## src/rtl/lynx_bankctl.sv

```systemverilog
// lynx_bankctl: paging controller for the Lynx memory map.
// Holds the bank-select and mode registers, decodes per-bank/ROM/video
// strobes with a one-hot read-data select, and arbitrates CPU video
// accesses against CRTC fetches with a bounded WAIT handshake.
module lynx_bankctl #(
    parameter int NB    = 4,
    parameter int NV    = 3,
    parameter int ROMPG = 3,
    parameter int WMAX  = 4
) (
    input  logic          clock,
    input  logic          reset,
    input  logic          ce,
    input  logic          iorq,
    input  logic          mreq,
    input  logic          rd,
    input  logic          wr,
    input  logic [15:0]   a,
    input  logic [7:0]    q,
    input  logic          vreq,
    output logic [NB-1:0] bankR,
    output logic [NB-1:0] bankW,
    output logic          romR,
    output logic [NV-1:0] vplW,
    output logic          vplR,
    output logic [NB+1:0] dsel,
    output logic          wait_n,
    output logic          vgrant
);

    localparam int WW = $clog2(WMAX + 1);

    typedef enum logic [1:0] {
        S_IDLE,
        S_VFETCH,
        S_CPU_WAIT,
        S_CPU_ACC
    } state_t;

    logic [7:0]    rsel_q, rsel_d;
    logic [7:0]    wsel_q, wsel_d;
    logic [7:0]    vmode_q, vmode_d;
    state_t        state_q, state_d;
    logic          vcnt_q, vcnt_d;
    logic          pend_q, pend_d;
    logic [WW-1:0] wcnt_q, wcnt_d;

    logic          rd_c, wr_c, vrd_c, vwr_c, cpu_vid, acc, stall, wsat;
    logic [WW-1:0] wnext;
    logic          unused_ok;

    // Register file and FSM state; reset returns everything to idle
    always_ff @(posedge clock or negedge reset) begin
        if (!reset) begin
            rsel_q  <= 8'h00;
            wsel_q  <= 8'h01;
            vmode_q <= 8'h00;
            state_q <= S_IDLE;
            vcnt_q  <= 1'b0;
            pend_q  <= 1'b0;
            wcnt_q  <= '0;
        end else begin
            rsel_q  <= rsel_d;
            wsel_q  <= wsel_d;
            vmode_q <= vmode_d;
            state_q <= state_d;
            vcnt_q  <= vcnt_d;
            pend_q  <= pend_d;
            wcnt_q  <= wcnt_d;
        end
    end

    // I/O register writes, only on a CPU clock-enable
    always_comb begin
        rsel_d  = rsel_q;
        wsel_d  = wsel_q;
        vmode_d = vmode_q;
        if (ce && !iorq && !wr) begin
            case (a[7:0])
                8'h82:   rsel_d  = q;
                8'h83:   wsel_d  = q;
                8'h80:   vmode_d = q;
                default: ;
            endcase
        end
    end

    // Bus decode; video strobes are only released while the CPU owns the planes
    assign rd_c    = !mreq && !rd;
    assign wr_c    = !mreq && !wr;
    assign vrd_c   = rd_c && rsel_q[7];
    assign vwr_c   = wr_c && (|vmode_q[NV-1:0]);
    assign cpu_vid = vrd_c || vwr_c;
    assign acc     = (state_q == S_CPU_ACC);

    assign bankR = {NB{rd_c}} & rsel_q[NB-1:0];
    assign bankW = {NB{wr_c}} & wsel_q[NB-1:0];
    assign romR  = rd_c && !vmode_q[7] && (int'(a[15:13]) < ROMPG);
    assign vplR  = vrd_c && acc;
    assign vplW  = {NV{wr_c && acc}} & vmode_q[NV-1:0];

    // Read-data select: video over ROM over the lowest-numbered enabled bank
    always_comb begin
        logic found;
        dsel  = '0;
        found = 1'b0;
        if (vplR) begin
            dsel[NB+1] = 1'b1;
        end else if (romR) begin
            dsel[NB] = 1'b1;
        end else begin
            for (int i = 0; i < NB; i++) begin
                if (bankR[i] && !found) begin
                    dsel[i] = 1'b1;
                    found   = 1'b1;
                end
            end
        end
    end

    // The wait counter only runs while the CPU is being held off
    assign stall  = ((state_q == S_VFETCH) && cpu_vid) || (state_q == S_CPU_WAIT);
    assign wait_n = !stall;
    assign vgrant = (state_q == S_VFETCH);
    assign wnext  = (wcnt_q == WW'(WMAX)) ? wcnt_q : wcnt_q + 1'b1;
    assign wsat   = stall && (wnext == WW'(WMAX));

    // Arbitration: video fetch has priority unless the CPU stall budget runs out
    always_comb begin
        state_d = state_q;
        vcnt_d  = vcnt_q;
        pend_d  = pend_q;
        wcnt_d  = wcnt_q;
        if (ce) begin
            wcnt_d = stall ? wnext : '0;
            case (state_q)
                S_IDLE: begin
                    vcnt_d = 1'b0;
                    if (vreq)         state_d = S_VFETCH;
                    else if (cpu_vid) state_d = S_CPU_ACC;
                end
                S_VFETCH: begin
                    if (wsat) begin
                        vcnt_d  = 1'b0;
                        state_d = S_CPU_ACC;
                    end else if (vcnt_q) begin
                        vcnt_d  = 1'b0;
                        state_d = cpu_vid ? S_CPU_WAIT : S_IDLE;
                    end else begin
                        vcnt_d = 1'b1;
                    end
                end
                S_CPU_WAIT: state_d = S_CPU_ACC;
                S_CPU_ACC: begin
                    // one pending fetch slot; further requests are dropped
                    if (vreq) pend_d = 1'b1;
                    if (mreq) begin
                        state_d = (pend_q || vreq) ? S_VFETCH : S_IDLE;
                        pend_d  = 1'b0;
                        vcnt_d  = 1'b0;
                    end
                end
                default: state_d = S_IDLE;
            endcase
        end
    end

    assign unused_ok = ^{a[12:8], rsel_q, wsel_q, vmode_q};

endmodule

```

## config.mk

```make
export PLATFORM = sky130hd
export DESIGN_NAME = lynx_bankctl
export DESIGN_NICKNAME = d
export VERILOG_FILES = /design/src/rtl/lynx_bankctl.sv
export SDC_FILE = /design/constraint.sdc
export NUM_CORES = 1
export LEC_CHECK = 0
export ABC_AREA = 1
export BUFFER_PORTS_ARGS = -buffer_cell sky130_fd_sc_hd__buf_4
export CAP_MARGIN = 20
export CORE_AREA = 2 2 69 71
export DETAILED_ROUTE_END_ITERATION = 12
export DIE_AREA = 0 0 71 73
export GPL_TIMING_DRIVEN = 0
export HOLD_SLACK_MARGIN = 0.05
export PLACE_DENSITY_LB_ADDON = 0.25
export SLEW_MARGIN = 5
export SYNTH_ARGS = -nofsm -noshare
export SYNTH_HDL_FRONTEND = slang
export SYNTH_SLANG_ARGS = --single-unit
export TNS_END_PERCENT = 20
```

## constraint.sdc

```tcl
create_clock -name clock -period 2.1 [get_ports clock]
set_input_delay 0.42 -clock clock [delete_from_list [all_inputs] [get_ports clock]]
set_output_delay 0.42 -clock clock [all_outputs]
set_load 0.005 [all_outputs]
```

# --- Word-level counts from Yosys, hierarchy flattened ---
# Index checks and enable logic that the tools add are counted.
word_totals:
  register_bits: 27
  latchBits: 0
  mem_bits_rw: 0
  romBits: 0
  input_bits: 32
  out_inout_bits: 21
  elab_cells: 92
  n_memories: 0
op_classes:
  n_addsub: 1
  multipliers: 0
  div: 0
  magnitude_cmp: 1
  eq_ne: 11
  shifts: 0
  mux: 32
  bitwise: 3
  reduce_logical: 37
op_table:
  columns: ["cell", "n"]
  rows:
  - ["$eq A8 B8 Y1 const B", 3]
  - ["$mux W1", 20]
  - ["$logic_and A1 B1 Y1", 15]
  - ["$mux W2", 6]
  - ["$logic_not A1 Y1", 9]
  - ["$and A4 B4 Y4", 2]
  - ["$pmux W2 S4", 1]
  - ["$eq A3 B3 Y1 const B", 2]
  - ["$mux W3", 2]
  - ["$reduce_and A2 Y1", 3]
  - ["$reduce_and A3 Y1", 2]
  - ["$mux W5", 1]
  - ["$eq A2 B2 Y1 const B", 2]
  - ["$mux W4", 1]
  - ["$reduce_and A4 Y1", 1]
  - ["$add A3 B1 Y3 const B", 1]
  - ["$and A3 B3 Y3", 1]
  - ["$logic_or A1 B1 Y1", 3]
  - ["$lt A3 B2 Y1 const B", 1]
  - ["$ne A3 B1 Y1 const B", 1]
  - ["$ne A3 B3 Y1 const B", 1]
  - ["$pmux W1 S3", 1]
  - ["$reduce_bool A3 Y1", 1]
  - ["$reduce_or A3 Y1", 1]
  - ["other kinds (4)", 4]

# --- Longest topological paths before layout ---
# Gate-level depths: netlist of run 1.
logic_depth:
  depth_word: 21
  ltp_mapped: 11
  depth_no_buf: 11

# --- Worst setup path after synthesis of run 1 ---
# Ideal clock, no wire load.
synth_path:
  path_type: "reg-to-reg"
  from: "register wcnt_q[0]"
  to: "register state_q[0]"
  setup_time_ps: 119
  arrival_time_ps: 1354
  t_required_ps: 1981
  setup_slack_ps: 628
  path_stages_with_launch: 12
  n_path_buf: 0
  period_less_slack_ps: 1472
  path_cell_list: "dfrtp_1 inv_1 ha_1 nand2_4 nand2_2 nand2_2 nor2_2 nand3_2 nand3_2 nand3_2 nand2_1 nand2_1"
synth_between:
  elab_chain_cells: 6
  elab_cells_between_ends: 9
  classes_between: "add/sub: 1; eq/ne: 3; mux: 3; reduce/logical: 2"
synth_rtl:
  columns: ["element", "line", "source"]
  rows:
  - ["start: declaration", "46", "logic [WW-1:0] wcnt_q, wcnt_d;"]
  - ["start signal: assignment", "69", "wcnt_q <= wcnt_d;"]
  - ["$add A3 B1 Y3 / $eq A3 B3 Y1 (equally long branches)", "125", "assign wnext = (wcnt_q == WW'(WMAX)) ? wcnt_q : wcnt_q + 1'b1;"]
  - ["$mux W3 *", "125", null]
  - ["$eq A3 B3 Y1 *", "126", "assign wsat = stall && (wnext == WW'(WMAX));"]
  - ["$logic_and A1 B1 Y1 *", "126", null]
  - ["$ne A3 B1 Y1 (no line) / $mux W2 (equally long branches)", null, null]
  - ["$reduce_and A4 Y1 (no line) / $pmux W2 S4 (equally long branches)", null, null]
  - ["end signal: assignment", "66", "state_q <= state_d;"]
  - ["end: declaration", "43", "state_t state_q, state_d;"]
# Every way passes the cells marked *; elsewhere a longest branch is shown, timed or not.
# A chain may end at the register's enable or synchronous reset.

# --- Worst setup path after layout of run 1 ---
layout_path:
  from: "register state_q[0]"
  to: "output port dsel[3]"
layout_between:
  elab_chain_cells: 3
layout_rtl:
  columns: ["element", "line", "source"]
  rows:
  - ["$eq A2 B2 Y1", "94", "assign acc = (state_q == S_CPU_ACC);"]
  - ["$logic_and A1 B1 Y1", "99", "assign vplR = vrd_c && acc;"]
  - ["$mux W5", "107", "if (vplR) begin"]
  - ["end: declaration", "26", "output logic [NB+1:0] dsel,"]
# No other way between the ends.

==> results of run 1 <==
[worst max-delay path, stage by stage, from the launching register on]
cell and delay (ns):
dfrtp_1 0.44, nand2_1 0.12, inv_1 0.09, nand3_1 0.13
nand4_1 0.14, nor4_2 0.16, buf_4 0.15
[layer usage]
| layer | wire length (um) | global-route usage [%] |
|---|---|---|
| met4 | 23 | 3.774 |
| met1 | 1329 | 14.65 |
| met2 | 1411 | 22.01 |
| met5 | 0 | 0 |
| met3 | 156 | 2.210 |
[worst max path at each step]
stage / end / slack [ns]
finish: dsel[3] / 0.20
global route: dsel[3] / 0.04
CTS: dsel[3] / 0.14
detailed placement: dsel[3] / 0.41
global placement: dsel[3] / 0.40
floorplan: state_q[0] / 0.63
[metrics by stage]
stage | hold WS, ns | utilization (%)
finish | 0.3874 | 38.76
global route | 0.3930 | 38.76
CTS | 0.3896 | 38.62
detailed placement | 0.3207 | 37.19
global placement | 0.3212 | 37.19
floorplan | 0.1244 | -
[repair_timing]
action	CTS	global route
hold endpoints to repair	19	0
hold buffers	1	0
gates resized for setup	0	1
setup endpoints to repair	0	1
[final cells by class]
class,instances,share of cell area (%)
plain buffers,2,0.8541
inverters,34,7.260
well taps,54,3.843
flip-flops and latches,20,28.54
repair buffers,44,18.93
clock buffers,4,3.132
multi-input cells,126,37.44
[flip-flops by register name, summed over array words and instances (netlist names)]
name and flops:
wsel_q 4, vmode_q 4, pend_q 1, vcnt_q 1, rsel_q 5, state_q 2, wcnt_q 3
[cell families (layout without fill, tap and decap cells)]
family,count (synthesis),count (layout),synth area share [%]
DFF,20,20,38.71
buffers and inverters,36,84,11.00
adders and majority gates,2,2,1.930
AOI/OAI and AO/OA,22,22,8.976
and+or+nand+nor,102,102,39.38
[layout by cell type (no fill, tap or decap)]
cell,count
nand3_1,11
nor2_2,2
nand4_1,4
inv_2,1
inv_1,33
a31oi_1,2
nor2_1,24
nand3b_1,1
dlygate4sd3_1,1
nor4_4,2
buf_4,45
nand2_2,4
o21ai_1,1
clkbuf_8,4
a21oi_1,1
dfrtp_1,19
nor3_2,1
dfstp_2,1
ha_1,2
or2_4,1
o21ai_0,17
nor4_2,1
nor2_4,1
nand2_4,1
nand3_2,3
a21oi_2,1
nand2_1,44
nor3_1,2
[power breakdown]
part           switching, mW  internal, mW
Combinational          0.237         0.168
Sequential            0.0407         0.433
Clock                  0.127         0.167
==> out/qor.txt, run 1 <==
Hold Path Sink: pend_q
r2r setup slk: 0.46 ns
PwrDens: 666.9 nW/um^2
drt total wl: 2.921 mm
fillers: 483
clk sinks: 20
final max-slew violation count: 0
setup TNS: 0 ns
fin cells: 284
Worst-Skew Late Latency: 0.26 ns
endpoint type of the worst setup path: output port
core area: 4536 sq um
diode count: 0
top cell type's share of synthesized area: 36.68%
DIE AREA: 5183 sq um
final setup fails: 0
synthesis warning total: 0
syn avg cell area: 7.122 sq um
Seq/Total Area, Yosys: 38.71%
DRT Pass-1 Iters: 4
synth unique cells: 26
Hold Violations, Final: 0
routability cong.: 0.7301
Peak VDD IR: 0.3565 mV
run status: finished clean
design area: 1758 sq um
startpoint types: flop
class of the worst hold path: input port to flop
grt total ovfl: 0
Worst Hold Depth: 2
CP max FO: 6
Leakage: 0.9262 nW
chip height: 73 um
Storage cell area: 501.7 sq um
IO Port Bufs: 43
WP data arrival: 1.48 ns
Worst Skew: 0.004278 ns
Synth Flop Type: dfrtp_1
fin crit share: 90.57%
Wirelength per Cell: 10.29 um
most common library cells after synthesis: nand2_1 (44), inv_1 (33), nor2_1 (24)
RSZ-0062 raised after global routing: false
reg2reg end: state_q[1]
Post-synth EDFFs: 0
Initial Utilization: 28.58%
DP HPWL: 2.372 mm
buffers inserted during post-CTS setup optimization: 0
total number of vias: 1243
initial antenna violation count: 0
post-route ant nets: 0
ys async rst share: 100.0%
Total Power: 1.172 mW
# rows: 25
Cell Count Post-Placement: 279
PnR worst setup slack: 0.1980 ns
CTS clk-pin slew, worst paths: 0.08 ns
synthesized net count: 216
DRC viols: 0
multi-input combinational cell area: 658.1 sq um
Post-layout nets: 265
deepest clock path buffer count: 2
DRT iter0 DRCs: 29
worst setup path start: state_q[0]
Period minus WS final: 1.902 ns
CTS tree: done
routed vias/inst: 4.377
largest net degree at the start of global routing: 21
Total GRT Usage: 12.16%
vias in the first global route: 1173
dominant cells by area after synthesis: dfrtp_1 (37%), nand2_1 (13%), inv_1 (9.6%)
Reg2Reg Depth: 11
layout cell share with drive strength beyond 1: 29.57%
Yosys top cell by area: dfrtp_1
Worst Tran Pin Value: 0.2834 ns
area added between synthesis and finish: 35.62%
hold_sp: mreq
H-tree lvl count: 1
Cells after Synth: 182
placed inst area: 1687 sq um
global-route wire length before repair: 5.043 mm
mapped cell area: 1296 sq um
IO Count: 53
max_slew headroom: 81.04%
max_cap viols: 0
maximum clock rate: 0.5258 GHz
TritonCTS buffer count: 3
worst reg2reg path startpoint: wcnt_q[0]
Critical Path RT: 1.68 ns
critical path class: flop to output port
Die W: 71 um
number of synthesized register bits: 20
Post-Place Worst Slack: 0.4102 ns
Root Driver: clkbuf_8
most instantiated library cell after synthesis: nand2_1
(Power assumes the default switching activity.)
==> run 2: changes to the inputs <==
ABC_AREA = not set   (was 1)
CORE_AREA = 2 2 65 67   (was 2 2 69 71)
DIE_AREA = 0 0 67 69   (was 0 0 71 73)
==> out/qor.txt, run 2 <==
most common library cells after synthesis: dfrtp_1 (19), mux2_1 (11), and2_1 (9)
Peak VDD IR: 0.2760 mV
PwrDens: 587.6 nW/um^2
run status: finished clean
mapped cell area: 1150 sq um
Seq/Total Area, Yosys: 43.63%
Total Power: 0.9896 mW
IO Port Bufs: 43
CTS clk-pin slew, worst paths: 0.07 ns
placed inst area: 1535 sq um
DRT iter0 DRCs: 53
Slowest cell on crit path: dfrtp_1
deepest clock path buffer count: 2
TritonCTS buffer count: 3
Yosys top cell by area: dfrtp_1
global-route wire length before repair: 4.885 mm
DRC viols: 0
critical path's largest stage delay: 0.39 ns
total number of vias: 1061
top cell type's share of synthesized area: 41.35%
Initial Utilization: 29.38%
synth unique cells: 42
Leakage: 0.8220 nW
critical path, cell by cell: and2_4 -> and3_4 -> nor4_4 -> nor4bb_4 -> buf_4
max_cap viols: 0
Root Driver: clkbuf_8
DIE AREA: 4623 sq um
Top Registers: rsel_q (5), vmode_q (4), wsel_q (4)
Post-layout nets: 200
Period minus WS final: 2.094 ns
ys async rst share: 100.0%
Cells after Synth: 113
max FFs per register: 5
Worst Skew: 0.003683 ns
area added between synthesis and finish: 46.46%
IO Count: 53
drt total wl: 3.031 mm
PnR worst setup slack: 0.005895 ns
Die W: 67 um
Post-Place Worst Slack: -0.1937 ns
DRT Pass-1 Iters: 4
grt total ovfl: 0
# rows: 23
Final Util: 43.03%
diode count: 0
fin crit share: 99.72%
syn avg cell area: 10.18 sq um
largest net degree at the start of global routing: 21
Synth Flop Type: dfrtp_1
synthesis warning total: 0
routed vias/inst: 4.935
WP data arrival: 1.67 ns
Worst-Skew Late Latency: 0.26 ns
Total GRT Usage: 13.82%
maximum clock rate: 0.4775 GHz
leading cell types in the layout, fill and taps excluded: buf_4 (49), dfrtp_1 (18), mux2_1 (11)
chip height: 69 um
endpoint type of the worst setup path: output port
CTS tree: done
synthesized net count: 147
RSZ-0062 raised after global routing: true
max_slew headroom: 54.28%
H-tree lvl count: 1
fin cells: 215
routability cong.: 0.7980
CP max FO: 3
final max-slew violation count: 0
vias in the first global route: 1031
clk sinks: 20
Wirelength per Cell: 14.10 um
startpoint types: flop
core area: 3914 sq um
most instantiated library cell after synthesis: dfrtp_1
largest register by flop count: rsel_q
dominant cells by area after synthesis: dfrtp_1 (41%), mux2_1 (11%), and2_1 (4.9%)
initial antenna violation count: 0
class of the worst hold path: input port to flop
Cell Count Post-Placement: 206
design area: 1684 sq um
DP HPWL: 2.315 mm
final setup fails: 0
Worst Tran Pin Value: 0.6786 ns
critical path class: flop to output port
number of synthesized register bits: 20
Post-synth EDFFs: 0
Critical Path RT: 1.68 ns
post-route ant nets: 0
Hold Violations, Final: 0
commonest non-fill, non-tap cell in the layout: buf_4
layout cell share with drive strength beyond 1: 40.61%
run 2: logic make-up (layout without fill, tap and decap cells):
group,after synthesis,count (layout),synth area share [%]
adders and majority gates,2,2,2.176
and+or+nand+nor,43,43,21.65
buffers and inverters,10,62,3.808
AOI/OAI and AO/OA,25,25,16.00
muxes,13,13,12.73
DFF,20,20,43.64
run 2: worst max-delay path, delay by kind of cell, from the launching register on:
kind,cells,cell delay (ns)
AND/OR/NAND/NOR,4,0.88
flip-flops,1,0.39
buffers and inverters,1,0.15
run 2: cell type report:
cell class,count,area [sq um]
Fill cell,408,2230
Multi-Input combinational cell,83,664.4
Sequential cell,20,503.0
Timing Repair Buffer,49,370.4
Tap cell,50,62.56
Clock buffer,4,45.04
Inverter,6,22.52
Buffer,3,16.27
run 2: routing by layer:
layer  global-route usage (%)  part of all wire, %  routed length, um
met1                    15.20                   38               1166
met2                    23.87                   54               1650
met3                    3.752                  5.3                162
met4                    6.576                  1.7                 52
met5                        0                    0                  0
run 2: final timing paths:
kind | to | slack (ns) | start | cells after the start
setup / recovery | dsel[3] | 0.006 | state_q[0] | 5
hold / removal | rsel_q[7] | 0.37 | q[7] | 2
setup reg to reg | state_q[0] | 0.12 | wcnt_q[0] | 7
hold reg to reg | wsel_q[2] | 0.50 | wsel_q[2] | 1
max in group asynchronous | wsel_q[0] | 1.25 | reset | 2
min in group asynchronous | wcnt_q[2] | 0.57 | reset | 2
run 2: power by group:
group / total (mW) / leakage (nW) / switching (mW) / internal [mW]
sequential: 0.450 / 0.269 / 0.0249 / 0.425
clock: 0.265 / 0.0228 / 0.130 / 0.135
combinational: 0.275 / 0.530 / 0.141 / 0.134
run 2: what timing repair did:
action,4_1_cts,5_1_grt
endpoints found under the setup margin,4,5
resized for setup,11,2
hold endpoints to repair,19,0
pin swaps,6,2
hold buffers,1,0
cloned,0,0
buffers inserted,4,1
run 2: through the flow:
stage	hold slack, ns	TNS (ns)
detailed placement	0.3174	-0.4136
CTS	0.3655	-0.03169
global route	0.3674	-0.2101
floorplan	0.1244	0
finish	0.3682	0
global placement	0.3158	-0.3065
==> run 3: changes to the inputs <==
CORE_AREA = 2 2 58 60   (was 2 2 65 67)
DIE_AREA = 0 0 60 62   (was 0 0 67 69)
GPL_TIMING_DRIVEN = not set   (was 0)
==> out/qor.txt, run 3 (same netlist as run 2, synthesis figures left out) <==
run status: finished with violations
violated checks: negative setup slack
endpoint type of the worst setup path: output port
DRT iter0 DRCs: 86
fin crit share: 102.3%
DRT Pass-1 Iters: 4
drt total wl: 2.959 mm
crit path buf inv count: 1
Peak VDD IR: 0.5464 mV
final max-slew violation count: 0
H-tree lvl count: 1
DRC viols: 0
Worst Tran Pin Value: 0.6148 ns
post-route ant nets: 0
Critical Path RT: 1.68 ns
max_cap viols: 0
RSZ-0062 raised after global routing: true
reg2reg end: state_q[0]
worst setup path start: state_q[1]
Top Registers: rsel_q (5), vmode_q (4), wsel_q (4)
CP max FO: 3
worst setup path end: dsel[3]
layout cell share with drive strength beyond 1: 42.51%
Period minus WS final: 2.149 ns
Total GRT Usage: 17.71%
global-route wire length before repair: 4.899 mm
WP depth: 5
design area: 1724 sq um
grt total ovfl: 0
chip height: 62 um
critical path class: flop to output port
met2 Resource Use GR: 32.92%
leading cell types in the layout, fill and taps excluded: buf_4 (52), dfrtp_1 (19), mux2_1 (11)
largest net degree at the start of global routing: 21
total number of vias: 1092
maximum clock rate: 0.4654 GHz
IO Port Bufs: 44
met1 usage: 20.13%
area added between synthesis and finish: 49.95%
core area: 3179 sq um
CTS clk-pin slew, worst paths: 0.12 ns
Wirelength per Cell: 13.89 um
Most Crowded Layer GR: met2
CP delay by family, top: simple AND/OR/NAND/NOR gates
Hold Violations, Final: 0
Leakage: 0.8488 nW
Worst-Skew Late Latency: 0.30 ns
routed vias/inst: 5.127
WP data arrival: 1.73 ns
critical path's largest stage delay: 0.40 ns
initial antenna violation count: 0
PwrDens: 611.8 nW/um^2
r2r setup slk: 0.11 ns
CTS tree: done
worst reg2reg path startpoint: wcnt_q[0]
IO Count: 53
final setup fails: 2
met3 usage in global routing: 4.969%
routability cong.: 0.7582
DP HPWL: 2.284 mm
critical path, cell by cell: and2_4 -> and3_4 -> nor4_4 -> nor4bb_4 -> buf_4
commonest non-fill, non-tap cell in the layout: buf_4
largest register by flop count: rsel_q
# rows: 21
DIE AREA: 3720 sq um
class of the worst hold path: input port to flop
placed inst area: 1584 sq um
max FFs per register: 5
Initial Utilization: 36.17%
vias in the first global route: 1103
max_slew headroom: 58.58%
Die W: 60 um
setup TNS: -0.06964 ns
PnR worst setup slack: -0.04868 ns
Slowest cell on crit path: dfrtp_1
TritonCTS buffer count: 3
Root Driver: clkbuf_4
deepest clock path buffer count: 2
Post-layout nets: 202
startpoint types: flop
clk sinks: 20
Worst Skew: 0.0006237 ns
diode count: 0
Reg2Reg Depth: 7
-- run 3: timing repair --
item / 4_1_cts / 5_1_grt
endpoints found under the hold margin: 19 / 0
gates resized for setup: 11 / 2
setup endpoints to repair: 4 / 8
hold buffers: 1 / 0
setup buffers: 0 / 0
pin swaps: 4 / 1
-- run 3: how the worst min path moves through the flow --
stage / start / to / cells after the start
4_1_cts: q[7] / vmode_q[7] / 2
3_5_place_dp: reset / wcnt_q[2] / 1
3_3_place_gp: reset / wcnt_q[2] / 1
2_1_floorplan: reset / pend_q / 0
5_1_grt: q[7] / vmode_q[7] / 2
6_report: q[7] / vmode_q[7] / 2
-- run 3: stage by stage --
| stage | util (%) | worst slack, ns | hold WS (ns) | power, mW | instances |
|---|---|---|---|---|---|
| after global routing | 54.23 | -0.1567 | 0.3142 | 1.116 | 213 |
| final | 54.23 | -0.04868 | 0.3264 | 1.055 | 213 |
| after CTS | 53.99 | -0.06081 | 0.3202 | 1.056 | 213 |
| after floorplan | - | 0.1441 | 0.1244 | 0.5828 | 113 |
| after detailed placement | 49.82 | -0.1460 | 0.3167 | 0.7119 | 208 |
| after global placement | 49.82 | -0.05193 | 0.3149 | 0.7001 | 208 |
-- run 3: metal layers --
layer | wire length (um) | up-vias
li1 | - | 519
met1 | 1188 | 536
met2 | 1605 | 33
met3 | 138 | 4
met4 | 27 | 0
met5 | 0 | -
-- run 3: power by group --
group | internal, mW | switching (mW)
registers | 0.424 | 0.0232
clock network | 0.193 | 0.128
logic | 0.143 | 0.144
-- run 3: final cells by class --
type	instances	area (sq um)
repair buffers	54	411.6
clock inverters	1	30.03
fillers	297	1455
clock buffers	3	22.52
inverters	6	22.52
multi-input cells	83	678.2
well taps	46	57.56
flip-flops and latches	20	501.7
